### src/rtl/mem_port_arbiter_pkg.sv
// Shared memory-port definitions: MemStrobe encodings, arbiter states and the NOP
// returned on a timed-out fetch. main_decoder uses the same strobe constants.
package mem_port_arbiter_pkg;

    localparam logic [1:0]  STRB_BYTE = 2'b01;
    localparam logic [1:0]  STRB_HALF = 2'b10;
    localparam logic [1:0]  STRB_WORD = 2'b11;

    localparam logic [31:0] NOP_INSN  = 32'h0000_0013;

    typedef enum logic [2:0] {
        IDLE,
        WAIT_IF,
        WAIT_D,
        RESP_IF,
        RESP_D
    } arb_state_t;

    typedef enum logic {
        GRANT_IF = 1'b0,
        GRANT_D  = 1'b1
    } grant_t;

endpackage

### src/rtl/mem_port_arbiter_if.sv
// Fetch, data and memory-side signals of the unified memory port.
// slave is the arbiter's view; master is the view of the requesters plus memory.
interface mem_port_arbiter_if;

    logic        if_req;
    logic [31:0] if_addr;
    logic        if_done;
    logic [31:0] if_rdata;

    logic        d_req;
    logic        d_we;
    logic [31:0] d_addr;
    logic [1:0]  d_strobe;
    logic        d_unsigned;
    logic [31:0] d_wdata;
    logic        d_done;
    logic [31:0] d_rdata;
    logic        d_err;

    logic        mem_req;
    logic        mem_we;
    logic [31:0] mem_addr;
    logic [3:0]  mem_be;
    logic [31:0] mem_wdata;
    logic [31:0] mem_rdata;
    logic        mem_ready;

    modport slave (
        input  if_req, if_addr, d_req, d_we, d_addr, d_strobe, d_unsigned, d_wdata,
               mem_rdata, mem_ready,
        output if_done, if_rdata, d_done, d_rdata, d_err,
               mem_req, mem_we, mem_addr, mem_be, mem_wdata
    );

    modport master (
        output if_req, if_addr, d_req, d_we, d_addr, d_strobe, d_unsigned, d_wdata,
               mem_rdata, mem_ready,
        input  if_done, if_rdata, d_done, d_rdata, d_err,
               mem_req, mem_we, mem_addr, mem_be, mem_wdata
    );

endinterface

### src/rtl/mem_port_arbiter_lane_align.sv
// Combinational byte-lane steering: byte enables, replicated store data,
// extended load data and misalignment detection from MemStrobe and addr[1:0].
module mem_lane_align
    import mem_port_arbiter_pkg::*;
(
    input  logic [1:0]  strobe,
    input  logic [1:0]  addr,
    input  logic        uns,
    input  logic [31:0] wdata,
    input  logic [31:0] rdata,
    output logic [3:0]  be,
    output logic [31:0] wdata_aligned,
    output logic [31:0] rdata_extended,
    output logic        misaligned
);

    logic [7:0]  byte_sel;
    logic [15:0] half_sel;

    always_comb begin
        be             = '1;
        wdata_aligned  = wdata;
        rdata_extended = rdata;
        misaligned     = 1'b0;
        byte_sel       = rdata[{addr, 3'b000} +: 8];
        half_sel       = addr[1] ? rdata[31:16] : rdata[15:0];
        case (strobe)
            STRB_BYTE: begin
                be             = 4'b0001 << addr;
                wdata_aligned  = {4{wdata[7:0]}};
                rdata_extended = {{24{~uns & byte_sel[7]}}, byte_sel};
            end
            STRB_HALF: begin
                be             = addr[1] ? 4'b1100 : 4'b0011;
                wdata_aligned  = {2{wdata[15:0]}};
                rdata_extended = {{16{~uns & half_sel[15]}}, half_sel};
                misaligned     = addr[0];
            end
            // STRB_WORD and the unused 2'b00 encoding both mean a full word
            default: misaligned = (addr != 2'b00);
        endcase
    end

endmodule

### src/rtl/mem_port_arbiter.sv
// Arbitrates the single memory port between fetch and data requesters and
// sequences each access over the req/ready handshake with an optional timeout.
module mem_port_arbiter
    import mem_port_arbiter_pkg::*;
#(
    parameter int unsigned TIMEOUT = 255,
    parameter bit          RR_FAIR = 1'b1
) (
    input  logic              clk,
    input  logic              rst,
    mem_port_arbiter_if.slave bus
);

    localparam int unsigned CW     = (TIMEOUT > 1) ? $clog2(TIMEOUT + 1) : 1;
    localparam logic [CW:0] TO_LIM = TIMEOUT[CW:0];

    arb_state_t    state, state_n;
    grant_t        last_grant;
    logic [CW-1:0] wait_cnt;
    logic [CW:0]   cnt_next;
    logic          pick_d;
    logic          timeout_hit;

    logic [3:0]    al_be;
    logic [31:0]   al_wdata;
    logic [31:0]   al_rdata;
    logic          al_misaligned;

    // Requesters hold their inputs until done, so the live data-side inputs
    // still describe the access when the read word comes back.
    mem_lane_align u_align (
        .strobe         (bus.d_strobe),
        .addr           (bus.d_addr[1:0]),
        .uns            (bus.d_unsigned),
        .wdata          (bus.d_wdata),
        .rdata          (bus.mem_rdata),
        .be             (al_be),
        .wdata_aligned  (al_wdata),
        .rdata_extended (al_rdata),
        .misaligned     (al_misaligned)
    );

    assign pick_d      = bus.d_req && (!bus.if_req || !RR_FAIR || last_grant == GRANT_IF);
    assign cnt_next    = {1'b0, wait_cnt} + {{CW{1'b0}}, 1'b1};
    assign timeout_hit = (TIMEOUT != 0) && (cnt_next == TO_LIM);

    always_ff @(posedge clk) begin
        if (rst) state <= IDLE;
        else     state <= state_n;
    end

    always_comb begin
        state_n = state;
        case (state)
            IDLE: begin
                if (pick_d)          state_n = al_misaligned ? RESP_D : WAIT_D;
                else if (bus.if_req) state_n = WAIT_IF;
            end
            WAIT_IF: if (bus.mem_ready || timeout_hit) state_n = RESP_IF;
            WAIT_D:  if (bus.mem_ready || timeout_hit) state_n = RESP_D;
            default: state_n = IDLE;
        endcase
    end

    always_ff @(posedge clk) begin
        if (rst) begin
            last_grant    <= GRANT_IF;
            wait_cnt      <= '0;
            bus.mem_req   <= 1'b0;
            bus.mem_we    <= 1'b0;
            bus.mem_addr  <= '0;
            bus.mem_be    <= '0;
            bus.mem_wdata <= '0;
            bus.if_done   <= 1'b0;
            bus.if_rdata  <= '0;
            bus.d_done    <= 1'b0;
            bus.d_rdata   <= '0;
            bus.d_err     <= 1'b0;
        end else begin
            bus.if_done <= 1'b0;
            bus.d_done  <= 1'b0;
            bus.d_err   <= 1'b0;
            case (state)
                IDLE: begin
                    wait_cnt <= '0;
                    if (pick_d) begin
                        last_grant <= GRANT_D;
                        if (al_misaligned) begin
                            bus.d_done <= 1'b1;
                            bus.d_err  <= 1'b1;
                        end else begin
                            bus.mem_req   <= 1'b1;
                            bus.mem_we    <= bus.d_we;
                            bus.mem_addr  <= bus.d_addr & 32'hFFFF_FFFC;
                            bus.mem_be    <= al_be;
                            bus.mem_wdata <= al_wdata;
                        end
                    end else if (bus.if_req) begin
                        last_grant    <= GRANT_IF;
                        bus.mem_req   <= 1'b1;
                        bus.mem_we    <= 1'b0;
                        bus.mem_addr  <= bus.if_addr & 32'hFFFF_FFFC;
                        bus.mem_be    <= '1;
                        bus.mem_wdata <= '0;
                    end
                end
                WAIT_IF: begin
                    if (bus.mem_ready || timeout_hit) begin
                        bus.if_rdata <= bus.mem_ready ? bus.mem_rdata : NOP_INSN;
                        bus.mem_req  <= 1'b0;
                        bus.if_done  <= 1'b1;
                    end else begin
                        wait_cnt <= wait_cnt + 1'b1;
                    end
                end
                WAIT_D: begin
                    if (bus.mem_ready) begin
                        bus.d_rdata <= bus.mem_we ? '0 : al_rdata;
                        bus.mem_req <= 1'b0;
                        bus.d_done  <= 1'b1;
                    end else if (timeout_hit) begin
                        bus.mem_req <= 1'b0;
                        bus.d_done  <= 1'b1;
                        bus.d_err   <= 1'b1;
                    end else begin
                        wait_cnt <= wait_cnt + 1'b1;
                    end
                end
                default: ;
            endcase
        end
    end

endmodule

### src/flat_wrapper.sv
// flat-port wrapper written by rule: the top's interface ports become plain ports
module mem_port_arbiter_flat import mem_port_arbiter_pkg::*;
#(
    parameter int unsigned TIMEOUT = 255,
    parameter bit          RR_FAIR = 1'b1
)
  (clk, rst, bus_if_req, bus_if_addr, bus_d_req, bus_d_we, bus_d_addr, bus_d_strobe, bus_d_unsigned, bus_d_wdata, bus_mem_rdata, bus_mem_ready, bus_if_done, bus_if_rdata, bus_d_done, bus_d_rdata, bus_d_err, bus_mem_req, bus_mem_we, bus_mem_addr, bus_mem_be, bus_mem_wdata);
  mem_port_arbiter_if bus_i ();
  input  logic clk;
  input  logic rst;
  input wire logic [$bits(bus_i.if_req)-1:0] bus_if_req;
  input wire logic [$bits(bus_i.if_addr)-1:0] bus_if_addr;
  input wire logic [$bits(bus_i.d_req)-1:0] bus_d_req;
  input wire logic [$bits(bus_i.d_we)-1:0] bus_d_we;
  input wire logic [$bits(bus_i.d_addr)-1:0] bus_d_addr;
  input wire logic [$bits(bus_i.d_strobe)-1:0] bus_d_strobe;
  input wire logic [$bits(bus_i.d_unsigned)-1:0] bus_d_unsigned;
  input wire logic [$bits(bus_i.d_wdata)-1:0] bus_d_wdata;
  input wire logic [$bits(bus_i.mem_rdata)-1:0] bus_mem_rdata;
  input wire logic [$bits(bus_i.mem_ready)-1:0] bus_mem_ready;
  output wire logic [$bits(bus_i.if_done)-1:0] bus_if_done;
  output wire logic [$bits(bus_i.if_rdata)-1:0] bus_if_rdata;
  output wire logic [$bits(bus_i.d_done)-1:0] bus_d_done;
  output wire logic [$bits(bus_i.d_rdata)-1:0] bus_d_rdata;
  output wire logic [$bits(bus_i.d_err)-1:0] bus_d_err;
  output wire logic [$bits(bus_i.mem_req)-1:0] bus_mem_req;
  output wire logic [$bits(bus_i.mem_we)-1:0] bus_mem_we;
  output wire logic [$bits(bus_i.mem_addr)-1:0] bus_mem_addr;
  output wire logic [$bits(bus_i.mem_be)-1:0] bus_mem_be;
  output wire logic [$bits(bus_i.mem_wdata)-1:0] bus_mem_wdata;
  assign bus_i.if_req = bus_if_req;
  assign bus_i.if_addr = bus_if_addr;
  assign bus_i.d_req = bus_d_req;
  assign bus_i.d_we = bus_d_we;
  assign bus_i.d_addr = bus_d_addr;
  assign bus_i.d_strobe = bus_d_strobe;
  assign bus_i.d_unsigned = bus_d_unsigned;
  assign bus_i.d_wdata = bus_d_wdata;
  assign bus_i.mem_rdata = bus_mem_rdata;
  assign bus_i.mem_ready = bus_mem_ready;
  assign bus_if_done = bus_i.if_done;
  assign bus_if_rdata = bus_i.if_rdata;
  assign bus_d_done = bus_i.d_done;
  assign bus_d_rdata = bus_i.d_rdata;
  assign bus_d_err = bus_i.d_err;
  assign bus_mem_req = bus_i.mem_req;
  assign bus_mem_we = bus_i.mem_we;
  assign bus_mem_addr = bus_i.mem_addr;
  assign bus_mem_be = bus_i.mem_be;
  assign bus_mem_wdata = bus_i.mem_wdata;
  mem_port_arbiter #(.TIMEOUT(TIMEOUT), .RR_FAIR(RR_FAIR)) u_core (.clk(clk), .rst(rst), .bus(bus_i));
endmodule
### config.mk
export PLATFORM = sky130hd
export DESIGN_NAME = mem_port_arbiter_flat
export DESIGN_NICKNAME = d
export VERILOG_FILES = /design/src/rtl/mem_port_arbiter_pkg.sv /design/src/rtl/mem_port_arbiter_if.sv /design/src/rtl/mem_port_arbiter_lane_align.sv /design/src/rtl/mem_port_arbiter.sv /design/src/flat_wrapper.sv
export SDC_FILE = /design/constraint.sdc
export NUM_CORES = 1
export LEC_CHECK = 0
export ABC_AREA = 1
export CAP_MARGIN = 20
export CORE_UTILIZATION = 44
export CTS_BUF_LIST = sky130_fd_sc_hd__clkbuf_4 sky130_fd_sc_hd__clkbuf_8 sky130_fd_sc_hd__clkbuf_16
export CTS_CLUSTER_SIZE = 8
export DETAILED_ROUTE_END_ITERATION = 7
export PLACE_DENSITY_LB_ADDON = 0.12
export SYNTH_ARGS = -nofsm -noshare
export SYNTH_HDL_FRONTEND = slang
export SYNTH_HIERARCHICAL = 1
export SYNTH_SLANG_ARGS = --single-unit
### constraint.sdc
create_clock -name clk -period 3.5 [get_ports clk]
set_input_delay 0.7 -clock clk [delete_from_list [all_inputs] [get_ports clk]]
set_output_delay 0.7 -clock clk [all_outputs]
set_load 0.005 [all_outputs]
==> impl_metrics.py <==
metrics = {
    "synthesis": {
        "ys_warn_count": 6,
        "synth-main-ff-cell": "dfxtp_1",
        "synthTopCellsByArea": "dfxtp_1 42%, nand2_1 23%, a21oi_1 7.6%",
        "synth_area_sq_um": 7020,
        "syn_inst": 1035,
        "syn_area_per_cell_sq_um": 6.78,
        "synth.distinct_cells": 35,
        "ys_async_sr_fraction": 0,
        "yosysTopAreaCell": "dfxtp_1",
        "seq_area_frac_synth": 0.419,
        "yosys.area.top_type_share": 0.419,
        "ys_seq_elements": 147,
        "synth_edf_count": 0,
    },
    "route": {
        "ant_nets": 0,
        "dr.pass1.iters": 5,
        "drc": 0,
        "num_vias": 7569,
        "drtIter0Drc": 641,
        "wirelength_mm": 22.8,
        "via_per_inst": 5.08,
        "wl_per_cell_um": 15.3,
    },
    "final_layout": {
        "multi_input_area_sq_um": 3520,
        "nFillCells": 1390,
        "nets": 1405,
        "register_area_sq_um": 2940,
        "utilization": 0.677,
        "areaGrowthSynthToFinish_pct": 48.1,
        "layout-drive-gt1-share": 0.0721,
    },
    "clocking": {
        "cts_tree": "built",
        "postCtsHoldBufs": 0,
        "cts_repair_resize_count": 0,
        "post-cts-setup-buffer-count": 0,
        "clk_latency_ns": 0.42,
        "clock_sinks": 147,
        "root_buffer": "clkbuf_16",
        "numCtsBuffers": 17,
        "clk_path_buf_depth": 2,
        "htree_levels": 4,
        "clk_pin_slew_ns": 0.06,
    },
    "floorplanning": {
        "ioPinCount": 274,
        "initial_core_util": 0.457,
        "dieArea_sq_um": 16500,
        "rows": 45,
        "core_region_area_sq_um": 15400,
        "die_h_um": 128,
        "die_w_um": 128,
    },
    "global_routing": {
        "grt_max_degree": 98,
        "grt_pass1_wl_mm": 35.9,
        "track_usage": 0.279,
        "grt_pass1_vias": 6975,
        "overflow": 0,
        "antenna_found_initial": 3,
    },
    "run_status": {
        "status": "finished, final reports clean",
    },
    "worst_setup_path": {
        "worstPathArrival_ns": 2.92,
        "path_max_fanout": 11,
        "end_kind": "register",
        "slowest_stage": "nor3_2",
        "worst-setup-path-type": "primary input to register",
        "slowest_delay_ns": 0.51,
        "crit_top_cell": "nand2_1",
        "cp-start-kind": "primary input",
        "critPathRequiredTime_ns": 3.84,
        "crit_chain": "clkdlybuf4s50_1 > ha_1 > inv_2 > nor3_2 > nand2_1 > nand3_1 > nand2_1 > nand2_1 > nand4_1 > a21oi_1",
    },
    "placed_design": {
        "gp_congestion": 0.887,
        "io_buffers": 269,
        "hpwl_mm": 16.4,
    },
    "pwr": {
        "peakVddDrop_uv": 355,
        "p_per_area_nw_per_um2": 644,
        "leakage_nw": 4.14,
        "total_power_w": 0.00670,
    },
    "sta": {
        "skew_ns": 0.00683,
        "slew_viol_final": 0,
        "period_minus_slack_ns": 2.57,
        "rsz0062_at_grt": "no",
        "hold_viol_final": 0,
        "slew_headroom": 0.273,
        "finalSetupViolations": 0,
        "max_freq_mhz": 389,
        "finalCritPeriodShare": 0.735,
        "setup_tns_ns": 0,
        "worstMarginPinSlew_ns": 1.09,
    },
    "job": {
        "maxCapViolations": 0,
    },
    "min_path": {
        "hold_path.class": "register to register",
    },
}
-- state kept, by name, indices dropped and copies added, names as in the netlist --
name and count:
u_core/bus.mem_addr 30, u_core/wait_cnt 8, u_core/bus.mem_wdata 32, u_core/bus.if_rdata 32, u_core/bus.d_rdata 32, u_core/last_grant 1, u_core/bus.d_err 1, u_core/bus.if_done 1
u_core/bus.d_done 1, u_core/state 3, u_core/bus.mem_we 1, u_core/bus.mem_be 4, u_core/bus.mem_req 1
-- layout by cell type (no fill, tap or decap), types with 23 or more instances in the layout --
master / Yosys / layout
a21oi_1: 107 / 107
a31oi_1: 30 / 30
clkdlybuf4s50_1: 0 / 268
dfxtp_1: 147 / 147
inv_1: 37 / 37
nand2_1: 429 / 429
nand3_1: 23 / 23
nand4_1: 35 / 35
nor2_1: 45 / 43
o21ai_0: 50 / 50
-- Yosys cell counts (9+ instances only) --
library cell  instances
buf_2                 9
a21oi_1             107
clkbuf_1             43
o21ai_0              50
nand2_1             429
nor2_1               45
nand3_1              23
dfxtp_1             147
nand4_1              35
inv_1                37
a31oi_1              30
buf_4                10
nand2_2              16
-- metal layers --
metal  routed length, um  global-route usage
met3                1610              0.0789
met5                  11                   0
met1               10100               0.357
met2               10500               0.446
met4                 529               0.101
-- cells by family after synthesis --
kind of cell / after synthesis / share of synthesized area
and+or+nand+nor: 565 / 0.334
AOI/OAI and AO/OA: 201 / 0.158
DFF: 147 / 0.419
buffers and inverters: 117 / 0.0809
other: 1 / 0.000534
adders and majority gates: 4 / 0.00713
-- metrics by stage --
stage	cell area (sq um)	instances	worst slack, ns	hold WS (ns)
after global placement	9700	1456	0.616	0.444
after CTS	10400	1487	0.999	0.453
after floorplan	7030	1036	0.762	0.437
after detailed placement	9700	1456	0.557	0.444
final	10400	1489	0.927	0.451
after global routing	10400	1487	0.782	0.479
-- worst max-delay path: cells and delay by family --
kind / cells / cell delay (ns)
compound gates: 1 / 0.18
buf+inv: 2 / 0.69
simple gates: 6 / 1.00
fa+ha+maj: 1 / 0.35
-- where the power goes --
| part | total [W] | internal [W] | leakage, nW | switching [W] |
|---|---|---|---|---|
| clock network | 0.00212 | 0.00143 | 0.337 | 0.000692 |
| registers | 0.00223 | 0.00203 | 1.20 | 0.000202 |
| logic | 0.00235 | 0.00105 | 2.60 | 0.00129 |
-- layout make-up --
cell class / count / share of cell area
multi-input combinational: 772 / 0.339
sequential: 147 / 0.283
timing repair buffer: 284 / 0.271
clock buffer: 23 / 0.0476
tap: 211 / 0.0254
clock inverter: 8 / 0.0189
inverter: 42 / 0.0152
antenna: 2 / 0.000481
-- worst paths after layout --
kind                       from  slack [ns]  cells after the start                    end
max             bus_d_strobe[0]        0.93                     10  u_core/bus.d_rdata[5]
min          u_core/bus.mem_req        0.45                      2     u_core/bus.mem_req
min reg2reg  u_core/bus.mem_req        0.45                      2     u_core/bus.mem_req
max reg2reg  u_core/wait_cnt[1]        1.12                     13     u_core/wait_cnt[1]
No activity file was read; power rests on OpenSTA's default activity.
